<file path="src/rtl/dbus_lsu_master.sv">
// Load/store initiator for the core data bus: single outstanding access,
// read-modify-write for sub-word stores, sign/zero-extended loads, per-phase timeout.
package dbus_lsu_pkg;
  localparam int XLEN = 32;

  typedef struct packed {
    logic [XLEN-1:0] addr;
    logic [XLEN-1:0] w_data;
    logic            w_en;
    logic            req;
  } type_dbus2peri_s;

  typedef struct packed {
    logic [XLEN-1:0] r_data;
    logic            ack;
  } type_peri2dbus_s;
endpackage

module dbus_lsu_master
  import dbus_lsu_pkg::*;
#(
  parameter logic [31:0] DMEM_BASE      = 32'h0000_0000,
  parameter logic [31:0] DMEM_BYTES     = 32'h0001_0000,
  parameter int          TIMEOUT_CYCLES = 16
) (
  input  logic            clk,
  input  logic            rst,
  input  logic            lsu_req_i,
  input  logic            lsu_we_i,
  input  logic [1:0]      lsu_size_i,
  input  logic            lsu_unsigned_i,
  input  logic [XLEN-1:0] lsu_addr_i,
  input  logic [XLEN-1:0] lsu_wdata_i,
  output logic            lsu_busy_o,
  output logic            lsu_done_o,
  output logic [1:0]      lsu_err_o,
  output logic [XLEN-1:0] lsu_rdata_o,
  output logic            dmem_sel_o,
  output type_dbus2peri_s dbus_o,
  input  type_peri2dbus_s dbus_i
);

  localparam int CNT_W = $clog2(TIMEOUT_CYCLES + 1);

  typedef enum logic [1:0] {IDLE = 2'd0, RD = 2'd1, WR = 2'd2, RESP = 2'd3} state_t;

  state_t            state_r, state_s;
  logic [XLEN-1:0]   addr_r, wdata_r, wr_word_r, rdata_r;
  logic [1:0]        size_r, err_r, acc_err_s;
  logic              we_r, uns_r;
  logic [CNT_W-1:0]  cnt_r;
  logic              timeout_s;
  logic [32:0]       win_end_s;

  // Insert the right-aligned store data into its lane of the read word.
  function automatic logic [31:0] merge_store(input logic [31:0] word, input logic [31:0] wd,
                                              input logic [1:0] size, input logic [1:0] lane);
    logic [31:0] res;
    res = word;
    case (size)
      2'b00:   res[{lane, 3'b000} +: 8]        = wd[7:0];
      2'b01:   res[{lane[1], 4'b0000} +: 16]   = wd[15:0];
      default: res = wd;
    endcase
    return res;
  endfunction

  // Pick the addressed lane and extend it to a full word.
  function automatic logic [31:0] extract_load(input logic [31:0] word, input logic [1:0] size,
                                               input logic [1:0] lane, input logic uns);
    logic [7:0]  b;
    logic [15:0] h;
    logic [31:0] res;
    b = word[{lane, 3'b000} +: 8];
    h = word[{lane[1], 4'b0000} +: 16];
    case (size)
      2'b00:   res = uns ? {24'h00_0000, b} : {{24{b[7]}}, b};
      2'b01:   res = uns ? {16'h0000, h} : {{16{h[15]}}, h};
      default: res = word;
    endcase
    return res;
  endfunction

  assign timeout_s = (cnt_r == CNT_W'(TIMEOUT_CYCLES - 1));
  assign win_end_s = {1'b0, DMEM_BASE} + {1'b0, DMEM_BYTES};

  // Request classification: misalignment takes precedence over range.
  always_comb begin
    acc_err_s = 2'b00;
    if ((lsu_size_i == 2'b11) ||
        (lsu_size_i == 2'b01 && lsu_addr_i[0]) ||
        (lsu_size_i == 2'b10 && lsu_addr_i[1:0] != 2'b00)) begin
      acc_err_s = 2'b01;
    end else if (({1'b0, lsu_addr_i} < {1'b0, DMEM_BASE}) || ({1'b0, lsu_addr_i} >= win_end_s)) begin
      acc_err_s = 2'b10;
    end else begin
      acc_err_s = 2'b00;
    end
  end

  // State register.
  always_ff @(posedge clk) begin
    if (rst) state_r <= IDLE;
    else     state_r <= state_s;
  end

  // Next-state logic; ack outside RD/WR is ignored.
  always_comb begin
    state_s = state_r;
    case (state_r)
      IDLE: begin
        if (!lsu_req_i)                                state_s = IDLE;
        else if (acc_err_s != 2'b00)                   state_s = RESP;
        else if (lsu_we_i && lsu_size_i == 2'b10)      state_s = WR;
        else                                           state_s = RD;
      end
      RD: begin
        if (dbus_i.ack)      state_s = we_r ? WR : RESP;
        else if (timeout_s)  state_s = RESP;
        else                 state_s = RD;
      end
      WR: begin
        if (dbus_i.ack || timeout_s) state_s = RESP;
        else                         state_s = WR;
      end
      RESP:    state_s = IDLE;
      default: state_s = IDLE;
    endcase
  end

  // Access context, write word, response data and timeout counter.
  always_ff @(posedge clk) begin
    if (rst) begin
      addr_r    <= 32'h0000_0000;
      wdata_r   <= 32'h0000_0000;
      wr_word_r <= 32'h0000_0000;
      rdata_r   <= 32'h0000_0000;
      size_r    <= 2'b00;
      err_r     <= 2'b00;
      we_r      <= 1'b0;
      uns_r     <= 1'b0;
      cnt_r     <= '0;
    end else begin
      case (state_r)
        IDLE: begin
          if (lsu_req_i) begin
            addr_r    <= lsu_addr_i;
            wdata_r   <= lsu_wdata_i;
            wr_word_r <= lsu_wdata_i;
            size_r    <= lsu_size_i;
            we_r      <= lsu_we_i;
            uns_r     <= lsu_unsigned_i;
            err_r     <= acc_err_s;
            rdata_r   <= 32'h0000_0000;
            cnt_r     <= '0;
          end
        end
        RD: begin
          if (dbus_i.ack) begin
            cnt_r <= '0;
            if (we_r) wr_word_r <= merge_store(dbus_i.r_data, wdata_r, size_r, addr_r[1:0]);
            else      rdata_r   <= extract_load(dbus_i.r_data, size_r, addr_r[1:0], uns_r);
          end else if (timeout_s) begin
            err_r <= 2'b11;
          end else begin
            cnt_r <= cnt_r + CNT_W'(1);
          end
        end
        WR: begin
          if (dbus_i.ack)     cnt_r <= '0;
          else if (timeout_s) err_r <= 2'b11;
          else                cnt_r <= cnt_r + CNT_W'(1);
        end
        default: cnt_r <= '0;
      endcase
    end
  end

  // Bus outputs decode from the registered state so they drop on the edge after ack.
  always_comb begin
    dbus_o        = '0;
    dbus_o.req    = (state_r == RD) || (state_r == WR);
    dbus_o.w_en   = (state_r == WR);
    if (dbus_o.req) dbus_o.addr = (addr_r - DMEM_BASE) >> 2;
    else            dbus_o.addr = 32'h0000_0000;
    if (dbus_o.w_en) dbus_o.w_data = wr_word_r;
    else             dbus_o.w_data = 32'h0000_0000;
  end

  assign dmem_sel_o  = dbus_o.req;
  assign lsu_busy_o  = (state_r != IDLE);
  assign lsu_done_o  = (state_r == RESP);
  assign lsu_err_o   = err_r;
  assign lsu_rdata_o = rdata_r;

endmodule

</file>
<file path="config.mk">
export PLATFORM = sky130hd
export DESIGN_NAME = dbus_lsu_master
export DESIGN_NICKNAME = d
export VERILOG_FILES = /design/src/rtl/dbus_lsu_master.sv
export SDC_FILE = /design/constraint.sdc
export NUM_CORES = 1
export LEC_CHECK = 0
export ABC_CLOCK_PERIOD_IN_PS = 3600
export BUFFER_PORTS_ARGS = -buffer_cell sky130_fd_sc_hd__clkbuf_2
export CAP_MARGIN = 5
export CORE_MARGIN = 2
export CORE_UTILIZATION = 39
export DETAILED_ROUTE_END_ITERATION = 8
export HOLD_SLACK_MARGIN = 0.02
export PLACE_DENSITY_LB_ADDON = 0.08
export SYNTH_ARGS = -nofsm -noshare
export SYNTH_HDL_FRONTEND = slang
export SYNTH_SLANG_ARGS = --single-unit
</file>
<file path="constraint.sdc">
create_clock -name clk -period 3.6 [get_ports clk]
set_input_delay 0.72 -clock clk [delete_from_list [all_inputs] [get_ports clk]]
set_output_delay 0.72 -clock clk [all_outputs]
set_load 0.03 [all_outputs]
</file>
# After elaboration in Yosys (flattened, before gate mapping)
# Index checks and enable logic that the tools add are counted.
# Widths: inputs -> output; s select.
dict set report classes {
  bitwise_logic 0
  magnitude_cmp 1
  reduce_logical 20
  div_mod_pow 0
  multipliers 0
  n_eq_ne 15
  muxes 34
  addsub 3
  shifts 6
}
# cell count
set op_table {}
lappend op_table {{$mux 32} 9}
lappend op_table {{$pmux 32 s2} 4}
lappend op_table {{$bwmux 32} 2}
lappend op_table {{$ge 32x17->1 const B} 1}
lappend op_table {{$shift 16x7->32 const A} 1}
lappend op_table {{$shift 8x7->32 const A} 1}
lappend op_table {{$shiftx 16x7->32} 1}
lappend op_table {{$shiftx 32x6->16} 1}
lappend op_table {{$shiftx 32x6->8} 1}
lappend op_table {{$shiftx 8x7->32} 1}
lappend op_table {{$mux 30} 1}
lappend op_table {{$mux 2} 10}
lappend op_table {{$mux 5} 3}
lappend op_table {{$neg 5->7} 2}
lappend op_table {{$reduce_and 4->1} 3}
lappend op_table {{$ne 2x2->1 const B} 5}
lappend op_table {{$pmux 5 s2} 1}
lappend op_table {{$reduce_bool 2->1} 5}
lappend op_table {{$eq 2x2->1 const B} 4}
lappend op_table {{$pmux 2 s4} 1}
lappend op_table {{$eq 2x1->1 const B} 3}
lappend op_table {{$add 5x1->5 const B} 1}
lappend op_table {{$eq 5x4->1 const B} 1}
lappend op_table {{$logic_not 2->1} 2}
lappend op_table {{8 further kinds} 15}
dict set report word_totals {
  mem_bits_ro 0
  memories 0
  out_inout_bits 103
  ramBits 0
  regBits 141
  word_cells 89
  input_bits 104
  latch_bits 0
}

# Logic depth before layout (Yosys ltp)
dict set report logic_depth {
  word_depth 9
  mapped_depth 10
}

# Worst setup path after synthesis
# No wires, ideal clock.
dict set report synth_path {
  kind {reg2reg}
  from {reg addr_r[1]}
  to {reg wr_word_r[0]}
  stages_incl_launch_ff 10
  n_path_buf 3
  required_ns 3.477
  t_arrival_ns 2.493
  path_slack_ns 0.984
  cell_sequence {dfxtp_1 > buf_2 > clkbuf_1 > clkbuf_1 > inv_1 > ha_1 > and3b_1 > a211o_1 > a221oi_1 > o2bb2ai_1}
}
dict set report synth_between {
  elab_chain_cells 7
  word_cells_on_any_way 12
  classes_between {2 x add/sub; 4 x shift; 6 x mux}
}
# item line_no
set synth_lines {}
lappend synth_lines {{start: declaration} 48} ;# logic [XLEN-1:0] addr_r, wdata_r, wr_word_r, rdata_r;
lappend synth_lines {{start signal: assignment} 147} ;# addr_r <= lsu_addr_i;
lappend synth_lines {{$neg 5->7 (on tied branches)} {62, 61}}
lappend synth_lines {{$shiftx 16x7->32, or another cell as far along} 62} ;# 2'b01: res[{lane[1], 4'b0000} +: 16] = wd[15:0];
lappend synth_lines {{$bwmux 32 (on tied branches)} {62, 61}}
lappend synth_lines {{$pmux 32 s2 (*)} 60} ;# case (size)
lappend synth_lines {{$mux 32 (*)} 161} ;# if (we_r) wr_word_r <= merge_store(dbus_i.r_data, wdata_r, size_r, addr_r[1:0]);
lappend synth_lines {{$mux 32 (*)} 159} ;# if (dbus_i.ack) begin
lappend synth_lines {{$pmux 32 s2 (*)} 144} ;# case (state_r)
lappend synth_lines {{end signal: assignment} 149} ;# wr_word_r <= lsu_wdata_i;
lappend synth_lines {{end signal: assignment} 161}
lappend synth_lines {{end: declaration} 48}
# Every way passes the cells marked *; elsewhere a longest branch is shown, timed or not. The select of a mux whose other input is x is not followed.
# A chain may end at the register's enable or synchronous reset.

==> metrics.cfg <==
[timing]
post-route-period-util_pct=81.1
grt_setup_unrepaired=false
timing.final.crit_period_ns=2.92
finalSetupTns_ns=0
worst_pin_slew_ns=1.04
finalHoldViolCount=0
skew_ns=0.00692
setup_viol=0
slew_viol_final=0
fmax_mhz=342
relSlewSlack_pct=30.2

[cts]
cts_buffer_depth=2
clk_pin_slew_ns=0.06
cts_hold_buf=0
cts_tree=done
ctsRootBufferMaster=clkbuf_16
ctsHtreeMaxLevel=4
clock_latency_ns=0.43
ctsResizeCount=0
cts_setup_buffers=0
numCtsBuffers=17
clkSinkCount=141

[floorplanning]
row_count=50
fp.dieH_um=141
die_area_um2=19800
start_util_pct=39.5
coreArea_um2=18500
die_x_um=141
ios=207

[synthesis]
synth_cells=882
synth_async_sr_flop_share_pct=0
yosysSeqAreaShare_pct=38.6
yosysMostFrequentCell=nand2_1
synth_flop_cell=dfxtp_1
syn_area_per_cell_um2=8.28
synthTopCellsByArea=dfxtp_1, nand2_1, and2_1
ys_seq_elements=141
yosysWarnings=0
synth_cell_types=53
yosys.area.top_type=dfxtp_1
synth_area_um2=7310
synth_common_cells=nand2_1, dfxtp_1, a21oi_1
yosysTopAreaCellShare_pct=38.6
synth_edf_count=0

[pwr]
powerDensity_nw_per_um2=501
p_total_mw=4.54
power.leakage_nw=3.71
ir_worst_vdd_mv=0.353

[detailed_routing]
routed.top_layer=met4
drc_errors=0
firstDrtPassIters=5
avgViaCountPerCell=5.65
dr_total_vias=7307
postRouteAntennaNets=0
wl_met1_mm=12.1
first_iter_violations=662
routed_wl_mm=25.0
routedWlPerCell_um=19.4
met3_wirelength_mm=2.01
wl_met2_mm=10.5

[critical_path]
cp.required_ns=2.88
endpoint_kind=output port
worstPathMaxFanout=37
worst_ep_arrival_time_ns=2.20
start_kind=flop
worst-setup-path-type=reg2out

[cells_and_area]
finalNonFillerCells=1293
final-seq-area_um2=2830
fillers=1860
antenna_cells=0
fin_area_um2=9070
drive_above_1_share_pct=27.4
multi_input_area_um2=4050
num-nets-final=1161
final_util_pct=49.0
syn_to_final_growth_pct=24.1

[outcome]
status=completed

[grt]
grt_max_degree=68
grt_pass1_wl_mm=38.9
grt_use_total_pct=25.0
grt_overflow_total=0
antenna_found_initial=0
grt_pass1_vias=6663

[placed_design]
dp_hpwl_mm=17.9
io_buffers=204
globalplace.congestion=0.849
dpl_cell_area_um2=8430
placed_cells=1261

[min_path]
hp-class=reg2reg

[run]
maxCapViolations=0

==> metrics by stage <==
step	worst slack, ns	hold WS, ns
floorplan	0.984	0.424
global placement	1.01	0.438
detailed placement	1.06	0.443
CTS	0.616	0.452
global route	0.448	0.468
finish	0.680	0.449
==> state kept, by name, indices dropped and copies added, names as in the netlist <==
signal       flops
we_r             1
state_r          2
lsu_err_o        2
uns_r            1
size_r           2
lsu_rdata_o     32
wdata_r         32
addr_r          32
cnt_r            5
wr_word_r       32
==> power breakdown <==
group	internal [mW]	switching, mW	leakage (nW)	total (mW)
sequential	1.67	0.0917	1.15	1.77
combinational	0.290	0.566	2.26	0.856
clock	1.17	0.750	0.300	1.92
==> cell type report <==
type	instances	area share, %
clock buffer	17	4.69
clock inverter	15	2.35
inverter	30	1.24
multi-input combinational	634	44.6
sequential	141	31.1
tap	234	3.23
timing repair buffer	222	12.7
==> per-layer routing <==
layer | vias up | GRT usage [%]
li1 | 3514 | -
met1 | 3469 | 37.4
met4 | 0 | 6.32
met3 | 29 | 6.22
met2 | 295 | 35.8
met5 | - | 0
==> worst max-delay path, stage by stage, from the launching register on <==
cell      delay, ns
dfxtp_1        0.36
inv_1          0.07
ha_1           0.88
and2_1         0.25
clkbuf_2       0.21
==> layout by cell type, fill, tap and decap left out, types with 4 or more instances in the layout <==
master,instances
a211o_1,10
a21oi_1,84
a221o_1,17
a221o_2,10
a221oi_1,28
a31oi_1,7
a32o_1,8
and2_1,71
and4_1,4
buf_4,18
bufinv_16,4
clkbuf_16,17
clkbuf_2,204
clkinv_4,6
dfxtp_1,139
ha_1,11
inv_1,30
mux2_2,5
mux2i_1,13
mux4_2,8
nand2_1,151
nand2b_1,13
nand3_1,12
nand4_1,4
nor2_1,19
nor2b_1,5
nor3_1,19
nor3b_1,5
nor4_1,6
o211ai_1,8
o21ai_0,41
o22ai_1,7
o2bb2ai_1,28
o32ai_1,9
==> logic make-up (layout without fill, tap and decap cells) <==
| kind of cell | after synthesis | after routing | synth area share (%) |
|---|---|---|---|
| AND/OR/NAND/NOR | 327 | 327 | 22.5 |
| AO/OA/AOI/OAI | 268 | 268 | 25.7 |
| flip-flops | 141 | 141 | 38.6 |
| buffers and inverters | 108 | 284 | 6.22 |
| multiplexers | 26 | 26 | 5.02 |
| adder cells (fa/ha/maj) | 11 | 11 | 1.88 |
| other | 1 | 2 | 0.0513 |
==> path summary, 6_finish.rpt <==
path	start	to	slack, ns	cells past startpoint
min reg2reg	wr_word_r[23]$_SDFFE_PP0P_	wr_word_r[23]$_SDFFE_PP0P_	0.45	2
max reg2reg	addr_r[1]$_SDFFE_PP0P_	wr_word_r[19]$_SDFFE_PP0P_	1.12	5
min	wr_word_r[23]$_SDFFE_PP0P_	wr_word_r[23]$_SDFFE_PP0P_	0.45	2
max	state_r[1]$_SDFF_PP0_	dbus_o[48]	0.68	4
(Power assumes the default switching activity.)
